File: config.mk
export PLATFORM = sky130hd
export DESIGN_NAME = ibex_alu_pext_mult
export DESIGN_NICKNAME = d
export VERILOG_FILES = /design/src/rtl/ibex_pkg_pext.sv /design/src/rtl/ibex_pext_mul17.sv /design/src/rtl/ibex_alu_pext_mult.sv
export SDC_FILE = /design/constraint.sdc
export NUM_CORES = 2
export LEC_CHECK = 0
export BUFFER_PORTS_ARGS = -buffer_cell sky130_fd_sc_hd__buf_2
export CORE_UTILIZATION = 40
export CTS_CLUSTER_DIAMETER = 30
export CTS_CLUSTER_SIZE = 30
export DETAILED_ROUTE_END_ITERATION = 7
export PLACE_DENSITY_LB_ADDON = 0.15
export SLEW_MARGIN = 5
export SYNTH_ARGS = -nofsm -noshare
export SYNTH_HDL_FRONTEND = slang
export SYNTH_SLANG_ARGS = --single-unit
File: constraint.sdc
create_clock -name clk_i -period 33.7 [get_ports clk_i]
set_input_delay 3.37 -clock clk_i [delete_from_list [all_inputs] [get_ports clk_i]]
set_output_delay 3.37 -clock clk_i [all_outputs]
set_load 0.01 [all_outputs]
File: src/rtl/ibex_pkg_pext.sv
// Shared P-extension definitions: zpn operator encoding and the
// multiply/accumulate unit's state, mode bundle and mode decoder.
package ibex_pkg_pext;

    typedef enum logic [4:0] {
        ZPN_ADD16,
        ZPN_SUB16,
        ZPN_ADD8,
        ZPN_SUB8,
        ZPN_KMMAC,
        ZPN_KMMACU,
        ZPN_KMMSB,
        ZPN_KMMSBU,
        ZPN_MADDR32,
        ZPN_MSUBR32,
        ZPN_SMAQA,
        ZPN_UMAQA,
        ZPN_KMDA,
        ZPN_KMADA
    } zpn_op_e;

    typedef enum logic [1:0] {
        IDLE,
        MULT,
        ACC
    } pext_mult_state_e;

    typedef struct packed {
        logic [2:0] steps;
        logic       lane8;
        logic       lane16;
        logic       is_signed;
        logic       round;
        logic       sat;
        logic       acc_rd;
    } pext_mult_mode_t;

    localparam logic [31:0] PextSatMax = 32'h7fff_ffff;
    localparam logic [31:0] PextSatMin = 32'h8000_0000;

    // steps == 0 marks an operator this unit does not execute
    function automatic pext_mult_mode_t pext_mult_decode(input zpn_op_e op);
        pext_mult_mode_t m;
        m = '0;
        unique case (op)
            ZPN_KMMAC, ZPN_KMMSB: begin
                m.steps     = 3'd4;
                m.is_signed = 1'b1;
                m.sat       = 1'b1;
                m.acc_rd    = 1'b1;
            end
            ZPN_KMMACU, ZPN_KMMSBU: begin
                m.steps     = 3'd4;
                m.is_signed = 1'b1;
                m.round     = 1'b1;
                m.sat       = 1'b1;
                m.acc_rd    = 1'b1;
            end
            ZPN_MADDR32, ZPN_MSUBR32: begin
                m.steps     = 3'd4;
                m.is_signed = 1'b1;
                m.acc_rd    = 1'b1;
            end
            ZPN_SMAQA: begin
                m.steps     = 3'd4;
                m.lane8     = 1'b1;
                m.is_signed = 1'b1;
                m.acc_rd    = 1'b1;
            end
            ZPN_UMAQA: begin
                m.steps     = 3'd4;
                m.lane8     = 1'b1;
                m.acc_rd    = 1'b1;
            end
            ZPN_KMDA: begin
                m.steps     = 3'd2;
                m.lane16    = 1'b1;
                m.is_signed = 1'b1;
                m.sat       = 1'b1;
            end
            ZPN_KMADA: begin
                m.steps     = 3'd2;
                m.lane16    = 1'b1;
                m.is_signed = 1'b1;
                m.sat       = 1'b1;
                m.acc_rd    = 1'b1;
            end
            default: m = '0;
        endcase
        return m;
    endfunction

endpackage

File: src/rtl/ibex_pext_mul17.sv
// Shared 17x17 signed multiplier, purely combinational so it can be
// swapped for a DSP primitive without touching the sequencing logic.
module ibex_pext_mul17 (
    input  logic [16:0] a_i,
    input  logic [16:0] b_i,
    output logic [33:0] p_o
);

    logic [33:0] a_ext;
    logic [33:0] b_ext;

    // the low 34 bits of the wide product equal the signed 34-bit product
    assign a_ext = {{17{a_i[16]}}, a_i};
    assign b_ext = {{17{b_i[16]}}, b_i};
    assign p_o   = a_ext * b_ext;

endmodule

File: src/rtl/ibex_alu_pext_mult.sv
// Multi-cycle P-extension multiply/accumulate unit: one partial product
// per cycle through a shared 17x17 multiplier, result formed in ACC.
module ibex_alu_pext_mult
    import ibex_pkg_pext::*;
#(
    parameter int unsigned AccWidth = 64
) (
    input  logic        clk_i,
    input  logic        rst_ni,
    input  logic        mult_en_i,
    input  zpn_op_e     operator_i,
    input  logic [1:0]  alu_sub_i,
    input  logic [31:0] operand_a_i,
    input  logic [31:0] operand_b_i,
    input  logic [31:0] operand_c_i,
    output logic [31:0] result_o,
    output logic        valid_o,
    output logic        ov_o,
    output logic        busy_o
);

    pext_mult_state_e    state_q;
    logic [1:0]          step_q;
    logic [AccWidth-1:0] acc_q;

    pext_mult_mode_t     mode;
    logic [2:0]          last_step;
    logic                sub;
    logic                unused_sub;

    logic [7:0]          a_byte;
    logic [7:0]          b_byte;
    logic [15:0]         a_half;
    logic [15:0]         b_half;
    logic [16:0]         a_lo;
    logic [16:0]         a_hi;
    logic [16:0]         b_lo;
    logic [16:0]         b_hi;

    logic [16:0]         mul_a;
    logic [16:0]         mul_b;
    logic [5:0]          pp_shift;
    logic [33:0]         prod;
    logic [AccWidth-1:0] pp;

    logic [31:0]         acc_hi;
    logic [33:0]         rd_ext;
    logic [33:0]         term;
    logic [33:0]         sum;

    assign mode       = pext_mult_decode(operator_i);
    assign last_step  = mode.steps - 3'd1;
    assign sub        = alu_sub_i[0];
    assign unused_sub = alu_sub_i[1];

    assign a_byte = operand_a_i[{step_q, 3'b000} +: 8];
    assign b_byte = operand_b_i[{step_q, 3'b000} +: 8];
    assign a_half = step_q[0] ? operand_a_i[31:16] : operand_a_i[15:0];
    assign b_half = step_q[0] ? operand_b_i[31:16] : operand_b_i[15:0];

    // low halves are magnitudes, high halves carry the 32-bit sign
    assign a_lo = {1'b0, operand_a_i[15:0]};
    assign b_lo = {1'b0, operand_b_i[15:0]};
    assign a_hi = {mode.is_signed & operand_a_i[31], operand_a_i[31:16]};
    assign b_hi = {mode.is_signed & operand_b_i[31], operand_b_i[31:16]};

    always_comb begin
        mul_a    = '0;
        mul_b    = '0;
        pp_shift = '0;
        unique case (1'b1)
            mode.lane8: begin
                mul_a = {{9{mode.is_signed & a_byte[7]}}, a_byte};
                mul_b = {{9{mode.is_signed & b_byte[7]}}, b_byte};
            end
            mode.lane16: begin
                mul_a = {mode.is_signed & a_half[15], a_half};
                mul_b = {mode.is_signed & b_half[15], b_half};
            end
            default: begin
                unique case (step_q)
                    2'd0: begin
                        mul_a = a_lo;
                        mul_b = b_lo;
                    end
                    2'd1: begin
                        mul_a    = a_lo;
                        mul_b    = b_hi;
                        pp_shift = 6'd16;
                    end
                    2'd2: begin
                        mul_a    = a_hi;
                        mul_b    = b_lo;
                        pp_shift = 6'd16;
                    end
                    default: begin
                        mul_a    = a_hi;
                        mul_b    = b_hi;
                        pp_shift = 6'd32;
                    end
                endcase
            end
        endcase
    end

    ibex_pext_mul17 u_mul17 (
        .a_i (mul_a),
        .b_i (mul_b),
        .p_o (prod)
    );

    assign pp = {{(AccWidth-34){prod[33]}}, prod} << pp_shift;

    always_ff @(posedge clk_i or negedge rst_ni) begin
        if (!rst_ni) begin
            state_q <= IDLE;
            step_q  <= '0;
            acc_q   <= '0;
        end else begin
            unique case (state_q)
                IDLE: begin
                    if (mult_en_i) begin
                        acc_q   <= '0;
                        step_q  <= '0;
                        state_q <= (mode.steps == 3'd0) ? ACC : MULT;
                    end
                end
                MULT: begin
                    if (!mult_en_i) begin
                        acc_q   <= '0;
                        step_q  <= '0;
                        state_q <= IDLE;
                    end else begin
                        acc_q  <= acc_q + pp;
                        step_q <= step_q + 2'd1;
                        if ({1'b0, step_q} == last_step) begin
                            state_q <= ACC;
                        end
                    end
                end
                ACC:     state_q <= IDLE;
                default: state_q <= IDLE;
            endcase
        end
    end

    // adding 2^31 before taking P[63:32] only carries in through bit 31
    assign acc_hi = acc_q[63:32] + {31'b0, mode.round & acc_q[31]};
    assign rd_ext = mode.acc_rd ? {{2{operand_c_i[31]}}, operand_c_i} : '0;

    always_comb begin
        result_o = '0;
        ov_o     = 1'b0;
        term     = '0;
        sum      = '0;
        if (state_q == ACC && mode.steps != 3'd0) begin
            if (mode.lane8) begin
                result_o = operand_c_i + acc_q[31:0];
            end else if (!mode.sat) begin
                result_o = sub ? operand_c_i - acc_q[31:0]
                               : operand_c_i + acc_q[31:0];
            end else begin
                term = mode.lane16 ? acc_q[33:0]
                                   : {{2{acc_hi[31]}}, acc_hi};
                sum  = (sub && !mode.lane16) ? rd_ext - term
                                             : rd_ext + term;
                if (sum[33:31] == 3'b000 || sum[33:31] == 3'b111) begin
                    result_o = sum[31:0];
                end else begin
                    result_o = sum[33] ? PextSatMin : PextSatMax;
                    ov_o     = 1'b1;
                end
            end
        end
    end

    assign valid_o = (state_q == ACC);
    assign busy_o  = (state_q != IDLE);

endmodule
; ---- Yosys cells after proc, flatten, opt, wreduce, memory -nomap -nowiden
; Index checks and enable logic that the tools add are counted.
[totals]
input_bits = 106
regBits = 68
mem_bits_ro = 0
elab_cells = 103
output_inout_bits = 35
latchBits = 0
mem_bits_rw = 0
mem_count = 0
[classes]
shifts = 3
n_div = 0
bitwise_logic = 7
n_lt_le_gt_ge = 0
eq_ne = 18
mux = 39
n_reduce_logical = 24
multipliers = 1
n_addsub = 8
[ops]
columns = operator, n
row1 = 32-bit two-way mux, 6
row2 = 64-bit two-way mux, 2
row3 = 64-bit one-hot mux with 2 select lines, 1
row4 = 34-bit two-way mux, 3
row5 = 17-bit one-hot mux with 2 select lines, 2
row6 = 64-bit adder, 1
row7 = 32-bit by 6-bit variable part select with 8-bit output, 2
row8 = 64-bit by 6-bit left shift with 64-bit output, 1
row9 = 34-bit adder, 1
row10 = 17-bit by 17-bit multiplier with 34-bit output, 1
row11 = 17-bit two-way mux, 2
row12 = 34-bit subtractor, 1
row13 = 32-bit by 1-bit adder with 32-bit output, 1
row14 = 32-bit adder, 1
row15 = 16-bit two-way mux, 2
row16 = 32-bit subtractor, 1
row17 = "5-bit by 4-bit == test with 1-bit output, second input constant", 6
row18 = "5-bit by 3-bit == test with 1-bit output, second input constant", 4
row19 = 9-bit OR reduction, 2
row20 = 2-bit OR reduction, 7
row21 = 2-bit two-way mux, 6
row22 = 6-bit one-hot mux with 2 select lines, 1
row23 = 1-bit two-way mux, 10
row24 = 2-bit one-hot mux with 2 select lines, 2
row25 = 21 further kinds, 34

; ---- Depth between registers and ports, before layout
[logic_depth]
ltp_word = 14
mapped_depth = 49
mapped_depth_nobuf = 43

; ---- Hierarchy
; A second synthesis with hierarchy kept.
[unflattened]
cells_unflattened = 3300
hier_area_um2 = 26046.2
[modules_own_cells]
columns = module, seq_area_each_um2, cells_per_inst, area_each_um2, instances
row1 = ibex_alu_pext_mult, 1701.6, 2129, 15230.9, 1
row2 = ibex_pext_mul17, 0.0, 1171, 10815.4, 1

; ---- Least setup slack after synthesis
; OpenSTA, ideal clock, no wires.
[synth_timing]
path_kind = input to register
start = input port operator_i[3]
end = register acc_q[62]
arrival_time_ns = 14.189
setup_slack_ns = 19.378
setup_ns = 0.133
cell_stages = 45
n_path_buf = 8
required_time_ns = 33.567
path_cell_list = clkbuf_1 > and4bb_2 > clkinv_1 > clkbuf_1 > buf_1 > clkbuf_1 > buf_1 > o21ai_1 > clkbuf_1 > a221oi_1 > nor2_1 > fa_1 > inv_1 > fa_1 > fa_1 > inv_1 > fa_1 > fa_1 > (+9 left out) > xor2_1 > or2_2 > clkbuf_1 > o21ai_0 > a22o_1 > ha_1 > clkbuf_1 > a21o_1 > a21o_1 > a21o_1 > a21o_1 > a21o_1 > a211o_1 > o31ai_1 > a21oi_1 > a41oi_1 > xor2_1 > o21ai_0
[synth_between]
elab_chain_len = 11
word_cells_on_any_way = 33
cone_classes = 1 x add/sub / 1 x mul / 10 x eq/ne / 1 x shift / 10 x mux / 6 x bitwise / 4 x reduce/logical
[synth_rtl]
columns = item, line
row1 = start: declaration, ibex_alu_pext_mult.sv:11  ; input zpn_op_e operator_i,
row2 = 5-bit by 4-bit == test with 1-bit output / 5-bit by 3-bit == test with 1-bit output (equally long branches), ibex_pkg_pext.sv:45  ; unique case (op)
row3 = 9-bit OR reduction (no source line), -
row4 = 1-bit two-way mux, ibex_pkg_pext.sv:45
row5 = "1-bit bitwise AND, on equally long branches", "ibex_alu_pext_mult.sv:64, ibex_alu_pext_mult.sv:65"
row6 = 17-bit two-way mux, ibex_alu_pext_mult.sv:81  ; unique case (step_q)
row7 = 17-bit one-hot mux with 2 select lines, ibex_alu_pext_mult.sv:71  ; unique case (1'b1)
row8 = 17-bit by 17-bit multiplier with 34-bit output, ibex_pext_mul17.sv:15  ; assign p_o = a_ext * b_ext;
row9 = 64-bit by 6-bit left shift with 64-bit output *, ibex_alu_pext_mult.sv:112  ; assign pp = {{(AccWidth-34){prod[33]}}, prod} << pp_shift;
row10 = 64-bit adder *, ibex_alu_pext_mult.sv:134  ; acc_q <= acc_q + pp;
row11 = 64-bit two-way mux *, ibex_alu_pext_mult.sv:129  ; if (!mult_en_i) begin
row12 = 64-bit one-hot mux with 2 select lines *, ibex_alu_pext_mult.sv:120  ; unique case (state_q)
row13 = end signal: assignment, ibex_alu_pext_mult.sv:134
row14 = end: declaration, ibex_alu_pext_mult.sv:24  ; logic [AccWidth-1:0] acc_q;
; Mark *: on every way between the ends. The rest lies on a longest branch, timed or not.
; A chain may end at the register's enable or synchronous reset.

; ---- Worst setup path in the final report
[layout_timing]
start = input port operator_i[4]
end = register acc_q[60]
; The elaborated chain is that of the path after synthesis.

==> run_results.csv <==
group,metric,value,unit
sta,worst_pin_slew,1250,ps
clock_network,htree_levels,3,
grt,grt_pass1_vias,24900,
final_layout,multi_input_area,23500,µm²
clock_network,numCtsBuffers,9,
logic_synthesis,synth_warnings,0,
clock_network,clock_sinks,68,
clock_network,clk_path_buf_depth,2,
logic_synthesis,ys_ff_latch,68,
grt,grt_max_degree,69,
clock_network,tritoncts,"yes",
drt,firstDrtPassIters,6,
setup_path,timing.rr.end,"acc_q[60]",
floorplan,die_area,69500,µm²
place,port_buffers,139,
floorplan,num_rows,95,
clock_network,cts-root-buf,"clkbuf_16",
logic_synthesis,seq_area_frac_synth,0.0622,
drt,viasPerCell,5.81,
logic_synthesis,syn_area,27400,µm²
clock_network,ctsResizeCount,0,
grt,grt_use_total,0.273,
drt,drcViolationCount,0,
grt,grt_pass1_wl,147,mm
setup_path,critPathSlowestCell,"o21ai_1",
setup_path,critical_path.startpoint_type,"input pin",
min_path,min_path_type,"flip-flop to flip-flop",
clock_network,post_cts_buffers,0,
sta,fmax,0.0629,GHz
setup_path,endpoint_kind,"flip-flop",
setup_path,crit_type,"input pin to flip-flop",
sta,hold_viol,0,
setup_path,reg2reg_slack,20820,ps
setup_path,crit_start,"operator_i[4]",
logic_synthesis,netlist_instances,3621,
drt,wl,95.4,mm
outcome,status,"finished clean",
setup_path,rr_worst_depth,37,
drt,vias,26300,
place,dp_hpwl,77.4,mm
logic_synthesis,syn_nets,4279,
sta,relSlewSlack,0.160,
flow_run,max-cap-violations,0,
min_path,min_path_cells,2,
floorplan,coreArea,67400,µm²
setup_path,cpMostUsedCell,"fa_1",
sta,rsz0062_at_grt,"false",
final_layout,final_nets,4308,
place,routabilityCongestion,0.948,
floorplan,die_w,264,µm
final_layout,final_layout_size_suffix_gt1_frac,0.0791,
drt,wl_per_cell,21.1,µm
sta,maxSlewViolCount,0,
sta,finClkSkew,11.8,ps
setup_path,cp.arrival,16130,ps
final_layout,register_area,1700,µm²
clock_network,clock_latency,370,ps
setup_path,slowest_delay,1050,ps
floorplan,start_util,0.406,
logic_synthesis,synth_edf_count,0,
setup_path,cp.required,33920,ps
setup_path,critPathMaxFanout,52,
logic_synthesis,ys.flop_type,"dfrtp_1",
setup_path,worstReg2RegStart,"step_q[0]",
logic_synthesis,async_reset_ff_frac,1.00,
final_layout,fillers,7089,
logic_synthesis,synthDistinctLibCells,90,
setup_path,cp.depth,40,
drt,drt_iter0_drc,2493,
floorplan,io_pins,141,
grt,grt-ovfl-total,0,
logic_synthesis,syn_area_per_cell,7.56,µm²
final_layout,syn_to_final_growth,6.67,%
setup_path,crit_buf_inv,7,
setup_path,critPathTopFamily,"compound AO/OA/AOI/OAI gates",
grt,antenna_found_initial,4,
drt,drtAntennaViolNets,0,
clock_network,ctsHoldBuffers,0,
floorplan,die_y,264,µm
setup_path,crit_path_end,"acc_q[60]",
sta,period_needed,15900,ps
sta,setup_viol,0,
sta,min_period_over_period,0.472,
clock_network,clk_pin_slew,70,ps
sta,tns,0,ps
==> logic make-up (layout without fill, tap and decap cells) <==
group / after synthesis / count (layout) / share of synthesized area
fa+ha+maj: 552 / 552 / 0.335
flops: 68 / 68 / 0.0622
simple gates: 1215 / 1215 / 0.206
compound gates: 934 / 934 / 0.218
mux: 59 / 59 / 0.0294
buf+inv: 578 / 612 / 0.0811
xor+xnor: 215 / 215 / 0.0688
other cells: 0 / 3 / 0
==> cell type report <==
type,count,area share
multi-input cells,2975,0.805
flip-flops and latches,68,0.0583
inverters,410,0.0527
well taps,873,0.0374
repair buffers,186,0.0360
clock buffers,9,0.00772
clock inverters,7,0.00202
diodes,3,0.000257
==> worst min path at each step <==
stage | from | end | slack, ps
final | acc_q[16] | acc_q[16] | 590
after detailed placement | acc_q[14] | acc_q[14] | 570
after floorplan | acc_q[14] | acc_q[14] | 500
after global routing | acc_q[16] | acc_q[16] | 630
after CTS | acc_q[14] | acc_q[14] | 590
after global placement | acc_q[16] | acc_q[16] | 560
==> layer usage <==
layer | GRT usage | vias up | share of wire | wire length, µm
li1 | - | 12500 | - | -
met5 | 0 | - | 0 | 0
met2 | 0.407 | 965 | 0.43 | 41000
met4 | 0.0572 | 0 | 0.018 | 1770
met1 | 0.403 | 12800 | 0.47 | 44400
met3 | 0.0557 | 82 | 0.086 | 8250
==> registers in the layout, indices dropped and copies added (netlist names) <==
| name | flops |
|---|---|
| step_q | 2 |
| acc_q | 64 |
| state_q | 2 |
==> synthesized netlist by cell type (11+ instances only) <==
cell,count,area [µm²]
nor4_1,31,194
xor2_1,72,631
a31oi_1,29,181
a21oi_1,258,1290
o21ai_1,14,70.1
nor2b_1,27,169
nand2_1,390,1460
a211oi_1,29,218
fa_1,300,6010
mux2i_1,33,330
xnor2_1,143,1250
and2_1,66,413
nand4_1,29,181
o211ai_1,23,173
o21a_1,35,263
a211o_1,15,131
a221oi_1,26,228
inv_1,408,1530
mux4_2,16,360
o31a_1,11,96.3
o31ai_1,21,158
ha_1,252,3150
and3_1,21,131
a221o_1,11,110
dfrtp_1,68,1700
nor2_1,368,1380
buf_1,11,41.3
clkbuf_1,146,548
a22o_1,15,131
o21ai_0,241,1210
or3_1,17,106
nand3_1,65,325
o22ai_1,13,81.3
nor3_1,93,465
or4_1,14,105
nand2b_1,40,250
or2_2,18,113
a21o_1,59,443
o21bai_1,40,300
==> per-stage QoR <==
step,area (µm²),cells,hold WS (ps),worst slack (ps),utilization
floorplan,27400,3621,502,19380,-
global placement,28900,4512,565,17590,0.429
detailed placement,28900,4512,571,17600,0.429
CTS,29200,4528,586,17960,0.433
global route,29200,4529,628,16980,0.433
finish,29200,4531,585,17800,0.433
==> placed cells by master, fill, tap and decap left out, types with 15 or more instances in the layout <==
| master | synthesis | layout |
|---|---|---|
| a211oi_1 | 29 | 29 |
| xor2_1 | 72 | 72 |
| and2_1 | 66 | 66 |
| a221oi_1 | 26 | 22 |
| or3_1 | 17 | 17 |
| inv_1 | 408 | 408 |
| fa_1 | 300 | 300 |
| o21ai_0 | 241 | 241 |
| buf_2 | 4 | 138 |
| o211ai_1 | 23 | 23 |
| xnor2_1 | 143 | 143 |
| mux4_2 | 16 | 16 |
| nor2b_1 | 27 | 27 |
| nand3_1 | 65 | 65 |
| o21bai_1 | 40 | 39 |
| or2_2 | 18 | 18 |
| and3_1 | 21 | 21 |
| a21oi_1 | 258 | 256 |
| o31ai_1 | 21 | 21 |
| nand2_1 | 390 | 389 |
| a211o_1 | 15 | 15 |
| ha_1 | 252 | 252 |
| mux2i_1 | 33 | 33 |
| dfrtp_1 | 68 | 67 |
| a21o_1 | 59 | 59 |
| o21a_1 | 35 | 35 |
| a31oi_1 | 29 | 28 |
| nand2b_1 | 40 | 40 |
| nor3_1 | 93 | 91 |
| nor2_1 | 368 | 368 |
| a22o_1 | 15 | 15 |
| buf_4 | 3 | 48 |
| nand4_1 | 29 | 29 |
| nor4_1 | 31 | 31 |
==> worst reg2reg max path: cells and delay by family (launching register included) <==
family | cells | cell delay (ps)
compound gates | 14 | 5740
fa+ha+maj | 8 | 3930
simple gates | 8 | 1380
buf+inv | 4 | 620
mux | 1 | 380
flops | 1 | 360
xor+xnor | 2 | 340
Power is left out: the tool's default activity adds up to more than one toggle a clock period on the data nets, which glitch-free logic cannot reach.
